===== src/rtl/lcd_request_arbiter.sv =====
// Two-requester arbiter driving a 4-bit HD44780-style LCD write bus.
// Define LCD_ARB_ROUND_ROBIN_EN for round-robin ties; default is fixed A priority.
module lcd_request_arbiter #(
  parameter int E_PULSE_CYCLES    = 25,
  parameter int SETUP_CYCLES      = 4,
  parameter int NIBBLE_GAP_CYCLES = 100,
  parameter int CMD_WAIT_CYCLES   = 4000,
  parameter int CLEAR_WAIT_CYCLES = 164000
) (
  input  logic       Clock_100MHz,
  input  logic       Clear,
  input  logic       Req_A,
  input  logic [7:0] Data_A,
  input  logic       RS_A,
  output logic       Ack_A,
  input  logic       Req_B,
  input  logic [7:0] Data_B,
  input  logic       RS_B,
  output logic       Ack_B,
  output logic       Busy,
  output logic [3:0] LCD_DB,
  output logic       LCD_E,
  output logic       LCD_RS,
  output logic       LCD_RW
);

  localparam int M1 = (E_PULSE_CYCLES > SETUP_CYCLES)
                    ? E_PULSE_CYCLES : SETUP_CYCLES;
  localparam int M2 = (NIBBLE_GAP_CYCLES > M1)
                    ? NIBBLE_GAP_CYCLES : M1;
  localparam int M3 = (CMD_WAIT_CYCLES > M2)
                    ? CMD_WAIT_CYCLES : M2;
  localparam int MAXC = (CLEAR_WAIT_CYCLES > M3)
                      ? CLEAR_WAIT_CYCLES : M3;
  localparam int CW = $clog2(MAXC + 1);

  localparam logic [CW-1:0] SETUP_L = CW'(SETUP_CYCLES - 1);
  localparam logic [CW-1:0] E_L     = CW'(E_PULSE_CYCLES - 1);
  localparam logic [CW-1:0] GAP_L   = CW'(NIBBLE_GAP_CYCLES - 1);
  localparam logic [CW-1:0] CMD_L   = CW'(CMD_WAIT_CYCLES - 1);
  localparam logic [CW-1:0] CLR_L   = CW'(CLEAR_WAIT_CYCLES - 1);

  typedef enum logic [2:0] {
    ST_IDLE, ST_HI_SETUP, ST_HI_E, ST_GAP,
    ST_LO_SETUP, ST_LO_E, ST_WAIT, ST_DONE
  } state_e;

  state_e        state_q, state_d;
  logic [CW-1:0] cnt_q, cnt_d;
  logic [7:0]    data_q, data_d;
  logic          rs_q, rs_d;
  logic          selb_q, selb_d;
  logic          e_q, e_d;
  logic          busy_q, busy_d;
  logic          acka_q, acka_d;
  logic          ackb_q, ackb_d;
  logic          rso_q, rso_d;
  logic [3:0]    db_q, db_d;
  logic          grant_a;
  logic [CW-1:0] wait_l;

`ifdef LCD_ARB_ROUND_ROBIN_EN
  logic last_a_q, last_a_d;

  assign grant_a = Req_A & ~(Req_B & last_a_q);

  always_comb begin
    last_a_d = last_a_q;
    if (state_q == ST_IDLE && (Req_A | Req_B))
      last_a_d = grant_a;
  end

  // Reset value 0 means A was not served last, so A wins the first tie
  always_ff @(posedge Clock_100MHz or posedge Clear) begin
    if (Clear) last_a_q <= 1'b0;
    else       last_a_q <= last_a_d;
  end
`else
  assign grant_a = Req_A;
`endif

  // Clear and return-home commands need the long execution wait
  assign wait_l = (!rs_q && (data_q == 8'h01 || data_q == 8'h02))
                ? CLR_L : CMD_L;

  always_comb begin
    state_d = state_q;
    cnt_d   = cnt_q + 1'b1;
    data_d  = data_q;
    rs_d    = rs_q;
    selb_d  = selb_q;
    unique case (state_q)
      ST_IDLE: begin
        cnt_d = '0;
        if (Req_A | Req_B) begin
          state_d = ST_HI_SETUP;
          selb_d  = ~grant_a;
          data_d  = grant_a ? Data_A : Data_B;
          rs_d    = grant_a ? RS_A : RS_B;
        end
      end
      ST_HI_SETUP:
        if (cnt_q == SETUP_L) begin
          state_d = ST_HI_E;
          cnt_d   = '0;
        end
      ST_HI_E:
        if (cnt_q == E_L) begin
          state_d = ST_GAP;
          cnt_d   = '0;
        end
      ST_GAP:
        if (cnt_q == GAP_L) begin
          state_d = ST_LO_SETUP;
          cnt_d   = '0;
        end
      ST_LO_SETUP:
        if (cnt_q == SETUP_L) begin
          state_d = ST_LO_E;
          cnt_d   = '0;
        end
      ST_LO_E:
        if (cnt_q == E_L) begin
          state_d = ST_WAIT;
          cnt_d   = '0;
        end
      ST_WAIT:
        if (cnt_q == wait_l) begin
          state_d = ST_DONE;
          cnt_d   = '0;
        end
      ST_DONE: begin
        state_d = ST_IDLE;
        cnt_d   = '0;
      end
      default: begin
        state_d = ST_IDLE;
        cnt_d   = '0;
      end
    endcase
  end

  // Bus outputs are decoded from the next state and registered
  always_comb begin
    e_d    = (state_d == ST_HI_E) || (state_d == ST_LO_E);
    busy_d = (state_d != ST_IDLE);
    acka_d = (state_d == ST_DONE) && !selb_d;
    ackb_d = (state_d == ST_DONE) && selb_d;
    rso_d  = (state_d == ST_IDLE) ? rso_q : rs_d;
    unique case (state_d)
      ST_IDLE:     db_d = db_q;
      ST_HI_SETUP,
      ST_HI_E,
      ST_GAP:      db_d = data_d[7:4];
      default:     db_d = data_d[3:0];
    endcase
  end

  always_ff @(posedge Clock_100MHz or posedge Clear) begin
    if (Clear) begin
      state_q <= ST_IDLE;
      cnt_q   <= '0;
      data_q  <= '0;
      rs_q    <= 1'b0;
      selb_q  <= 1'b0;
      e_q     <= 1'b0;
      busy_q  <= 1'b0;
      acka_q  <= 1'b0;
      ackb_q  <= 1'b0;
      rso_q   <= 1'b0;
      db_q    <= '0;
    end else begin
      state_q <= state_d;
      cnt_q   <= cnt_d;
      data_q  <= data_d;
      rs_q    <= rs_d;
      selb_q  <= selb_d;
      e_q     <= e_d;
      busy_q  <= busy_d;
      acka_q  <= acka_d;
      ackb_q  <= ackb_d;
      rso_q   <= rso_d;
      db_q    <= db_d;
    end
  end

  assign LCD_E  = e_q;
  assign LCD_DB = db_q;
  assign LCD_RS = rso_q;
  assign LCD_RW = 1'b0;
  assign Busy   = busy_q;
  assign Ack_A  = acka_q;
  assign Ack_B  = ackb_q;

endmodule


===== config.mk =====
export PLATFORM = sky130hd
export DESIGN_NAME = lcd_request_arbiter
export DESIGN_NICKNAME = d
export VERILOG_FILES = /design/src/rtl/lcd_request_arbiter.sv
export SDC_FILE = /design/constraint.sdc
export NUM_CORES = 1
export LEC_CHECK = 0
export CORE_ASPECT_RATIO = 0.5
export CORE_MARGIN = 8
export CORE_UTILIZATION = 50
export CTS_CLUSTER_DIAMETER = 200
export CTS_CLUSTER_SIZE = 16
export DETAILED_ROUTE_END_ITERATION = 6
export PLACE_DENSITY_LB_ADDON = 0.2
export REMOVE_ABC_BUFFERS = 1
export SKIP_CTS_REPAIR_TIMING = 1
export SYNTH_ARGS = -nofsm -noshare
export SYNTH_HDL_FRONTEND = slang
export SYNTH_SLANG_ARGS = --single-unit

===== constraint.sdc =====
create_clock -name Clock_100MHz -period 5 [get_ports Clock_100MHz]
set_clock_uncertainty 0.05 [all_clocks]
set_input_delay 1 -clock Clock_100MHz [delete_from_list [all_inputs] [get_ports Clock_100MHz]]
set_output_delay 1 -clock Clock_100MHz [all_outputs]
set_load 0.005 [all_outputs]

## Word-level counts from Yosys, hierarchy flattened

Cells that the tools add are included.

- Logic and storage cells: 69
- Input bits: 22
- Bits in registers: 40

- Add/sub/neg operators: 1
- Mux-type cells: 23
- Eq/ne operators: 18
- Reductions and logical operators: 14
- Bitwise gates (word level): 2

Operators with widths:

| kind | number |
|---|---|
| $mux W18 | 5 |
| $pmux W18 S5 | 1 |
| $mux W8 | 3 |
| $pmux W3 S8 | 1 |
| $mux W3 | 7 |
| $add A18 B1 Y18 const B | 1 |
| $eq A18 B18 Y1 | 1 |
| $eq A18 B2 Y1 const B | 1 |
| $eq A18 B5 Y1 const B | 1 |
| $eq A18 B7 Y1 const B | 1 |
| $eq A3 B3 Y1 const B | 6 |
| $eq A3 B2 Y1 const B | 4 |
| $eq A8 B1 Y1 const B | 1 |
| $eq A8 B2 Y1 const B | 1 |
| $pmux W4 S2 | 1 |
| $eq A3 B1 Y1 const B | 2 |
| $logic_not A3 Y1 | 2 |
| $reduce_or A2 Y1 | 3 |
| $mux W1 | 5 |
| $logic_and A1 B1 Y1 | 3 |
| $reduce_bool A3 Y1 | 1 |
| $reduce_or A3 Y1 | 1 |
| $logic_not A1 Y1 | 2 |
| $logic_or A1 B1 Y1 | 2 |
| other kinds (2) | 2 |

## Longest topological paths before layout

- Depth after elaboration: 10
- Mapped depth: 8

## Worst setup path before layout

OpenSTA, ideal clock, no wires.

- Path kind: input-to-reg
- From: in Req_B
- To: reg db_q[0], in the netlist LCD_DB[0]
- Arrival time: 2.325 ns
- Cell stages on the path: 7
- Path buffers: 2
- Library setup time: 0.126 ns
- Slack: 2.499 ns
- Required time: 4.824 ns
- Path through: or2_1 and2_1 clkbuf_1 buf_2 o21ai_0 o22ai_1 a221o_1

- Longest elaborated chain between the ends: 6
- Elaborated cells on any way between the ends: 11
- Classes of those cells: 3 x eq/ne; 5 x mux; 1 x bitwise; 2 x reduce/logical

RTL lines:

| item | line | source |
|---|---|---|
| start: declaration | 16 | `input logic Req_B,` |
| $or A1 B1 Y1 * | 95 | `if (Req_A \| Req_B) begin` |
| $mux W3 | 95 |  |
| $pmux W3 S8 | 92 | `unique case (state_q)` |
| $eq A3 B2 Y1 or $eq A3 B1 Y1 (tied branches) | 150 | `unique case (state_d)` |
| $reduce_or A3 Y1 | 150 |  |
| $pmux W4 S2 | 150 |  |
| end signal: assignment | 171 | `db_q <= '0;` |
| end signal: assignment | 183 | `db_q <= db_d;` |
| end: declaration | 58 | `logic [3:0] db_q, db_d;` |

Mark *: on every way between the ends. The rest lies on a longest branch, timed or not.
A chain may end at the register's enable or synchronous reset.

## Worst setup path after layout

- From: in Req_A
- To: reg db_q[2], in the netlist LCD_DB[2]

- Longest elaborated chain between the ends: 6
- Elaborated cells on any way between the ends: 12
- Classes of those cells: 3 x eq/ne; 6 x mux; 1 x bitwise; 2 x reduce/logical

RTL lines:

| item | line | source |
|---|---|---|
| start: declaration | 12 | `input logic Req_A,` |
| $or A1 B1 Y1 | 95 |  |
| $mux W3 | 95 |  |
| $pmux W3 S8 | 92 |  |
| $eq A3 B2 Y1 or $eq A3 B1 Y1 (tied branches) | 150 |  |
| $reduce_or A3 Y1 | 150 |  |
| $pmux W4 S2 | 150 |  |

Parallel ways exist; a longest one is shown, timed or not.

==> impl_metrics.json <==
{
  "critPathArrivalTime_ns": 3.22,
  "cpMaxStageDelayCell": "clkdlybuf4s50_1",
  "clockBufferDepth": 2,
  "hold_viol_final": 0,
  "dieArea_um2": 7020,
  "die_x_um": 111,
  "vias": 1771,
  "cts_inserted_buffers": 5,
  "crit_chain": "clkdlybuf4s50_1 -> or2_1 -> and2_1 -> o21ai_0 -> o22ai_1 -> a221o_1",
  "post_drt_wl_per_cell_um": 14.6,
  "powerDensity_nw_per_um2": 217,
  "antenna_found_initial": 0,
  "cts_tree": "done",
  "start_util_pct": 51.4,
  "leakage_uw": 0.00119,
  "relSlewSlack_pct": 48.7,
  "vias_per_cell": 5.43,
  "worst-setup-path-type": "input pin to flip-flop",
  "clk_pin_slew_ns": 0.07,
  "ys_seq_elements": 40,
  "status": "complete, no violations",
  "cp.required_ns": 5.12,
  "ys_seq_area_share_pct": 44.6,
  "final_util_pct": 61.4,
  "synth-edff-count": 0,
  "worstMarginPinSlew_ns": 0.769,
  "diodes": 0,
  "grt_start_max_net_pins": 41,
  "synth_async_sr_flop_share_pct": 100,
  "clockRootBuffer": "clkbuf_8",
  "synthCells": 240,
  "avgSynthCellArea_um2": 9.35,
  "cp_max_fo": 15,
  "grt.total_usage_pct": 14.5,
  "switching_share_pct": 20.2,
  "clock.fmax_ghz": 0.322,
  "slew_viol_final": 0,
  "rows": 17,
  "fin_crit_ns": 3.10,
  "vdd_drop_max_mv": 0.0970,
  "placement.io_buffers": 30,
  "h-tree-depth": 2,
  "ant_nets": 0,
  "area_growth_syn_to_layout_pct": 19.3,
  "drtPass1Iterations": 4,
  "p_int_uw": 465,
  "ys.warnings.count": 0,
  "nNetsFinal": 293,
  "ys_types": 42,
  "fin_setup_tns_ns": 0,
  "drive_above_1_share_pct": 6.32,
  "min_period_over_period_pct": 62.0,
  "drtIter0Drc": 73,
  "drcViolationCount": 0,
  "cts.sinks": 40,
  "layout_common_cells": "dfrtp_1 (40), nor2_1 (35), clkdlybuf4s50_1 (30)",
  "grt_pass1_vias": 1811,
  "setup_violations": 0,
  "hold_path_class": "flip-flop to flip-flop",
  "final_common_cell": "dfrtp_1",
  "clkLatencyLatePin_ns": 0.28,
  "wl_um": 4760,
  "grt_pass1_wl_um": 8540,
  "slowest_delay_ns": 0.73,
  "hpwl_um": 3500,
  "core-area_um2": 4360,
  "startpoint_type": "input pin",
  "r2r_setup_slack_ns": 2.20,
  "ys.flop_type": "dfrtp_1",
  "clockPowerShare_pct": 39.2,
  "rsz0062_at_grt": "false",
  "switching_power_uw": 117,
  "cp-end-kind": "flip-flop",
  "power_frac_seq_pct": 55.6,
  "pin_count": 32,
  "gp_congestion": 0.798,
  "max-cap-violations": 0,
  "critical_path.top_delay_family": "compound AO/OA/AOI/OAI gates",
  "syn_area_um2": 2240,
  "pwr-share-comb_pct": 5.3,
  "grt-ovfl-total": 0,
  "path_buf_inv": 1,
  "die_y_um": 63.4
}
## state kept, by name, summed over array words and instances (netlist names), 3 cells and up
name	flops
LCD_DB	4
cnt_q	18
data_q	8
state_q	3
## metrics by stage
| stage | worst slack (ns) | cells | power (µW) | area [µm²] | hold slack (ns) |
|---|---|---|---|---|---|
| after floorplan | 2.64 | 231 | 340 | 2200 | 0.405 |
| after global placement | 1.69 | 319 | 361 | 2580 | 0.421 |
| after detailed placement | 1.60 | 319 | 361 | 2580 | 0.436 |
| after CTS | 1.90 | 326 | 591 | 2680 | 0.447 |
| after global routing | 1.69 | 326 | 609 | 2680 | 0.465 |
| final | 1.90 | 326 | 582 | 2680 | 0.444 |
## routing by layer
metal	track usage (%)	share of wire [%]	vias to the layer above
li1	-	-	890
met4	4.17	0.32	0
met1	18.4	48	839
met3	4.15	4.7	2
met2	23.4	46	40
met5	0	0	-
## cell families after synthesis
kind of cell               Yosys count  synth area share (%)
xor gates and xnor gates            17                  6.64
buffers and inverters               24                  4.41
and+or+nand+nor                    103                  25.6
adders and majority gates            2                  1.12
AOI/OAI and AO/OA                   41                  12.0
other                                1                 0.167
muxes                               12                  5.41
DFF                                 40                  44.6
## path summary, 6_finish.rpt
check	startpoint	to	depth (start not counted)
max	Req_A	LCD_DB[2]$_DFFE_PP0P_	6
min	cnt_q[0]$_DFF_PP0_	cnt_q[0]$_DFF_PP0_	1
max reg2reg	cnt_q[0]$_DFF_PP0_	cnt_q[11]$_DFF_PP0_	7
min in group asynchronous	Clear	cnt_q[2]$_DFF_PP0_	3
max in group asynchronous	Clear	cnt_q[17]$_DFF_PP0_	3
min reg2reg	cnt_q[0]$_DFF_PP0_	cnt_q[0]$_DFF_PP0_	1
## power groups by stage
| stage | Combinational, µW | Clock, µW | Sequential [µW] |
|---|---|---|---|
| after floorplan | 10.0 | 0 | 330 |
| after global placement | 31.2 | 0 | 330 |
| after detailed placement | 31.5 | 0 | 330 |
| after CTS | 31.6 | 236 | 323 |
| after global routing | 34.1 | 251 | 323 |
| final | 30.8 | 228 | 323 |
## cell type report
type	count	area [µm²]
Timing Repair Buffer	31	308
Clock buffer	7	96.3
Fill cell	388	1680
Tap cell	57	71.3
Sequential cell	40	1000
Multi-Input combinational cell	176	1140
Inverter	15	56.3
## synthesized netlist by cell type, types with 2 or more instances
master     n  area [µm²]
and3_1     2        12.5
nor3_1     5        25.0
o22ai_1    8        50.1
inv_1     15        56.3
dfrtp_1   40        1000
nand4_1    5        31.3
xor2_1     8        70.1
o21ai_1    5        25.0
nor3b_1    2        15.0
xnor2_1    9        78.8
clkbuf_1   6        22.5
nor2b_1    5        31.3
a21oi_1    4        20.0
ha_1       2        25.0
nand2_1   19        71.3
and4_1     3        26.3
buf_4      2        15.0
and2_1     3        18.8
mux2i_1   11         110
a21o_1     3        22.5
a221o_1    5        50.1
or3_1      2        12.5
nor2_1    35         131
o21ai_0   10        50.1
or2_1      2        12.5
nand3_1   11        55.1
nor4_4     3        63.8
Power figures use the tool's default switching activity.
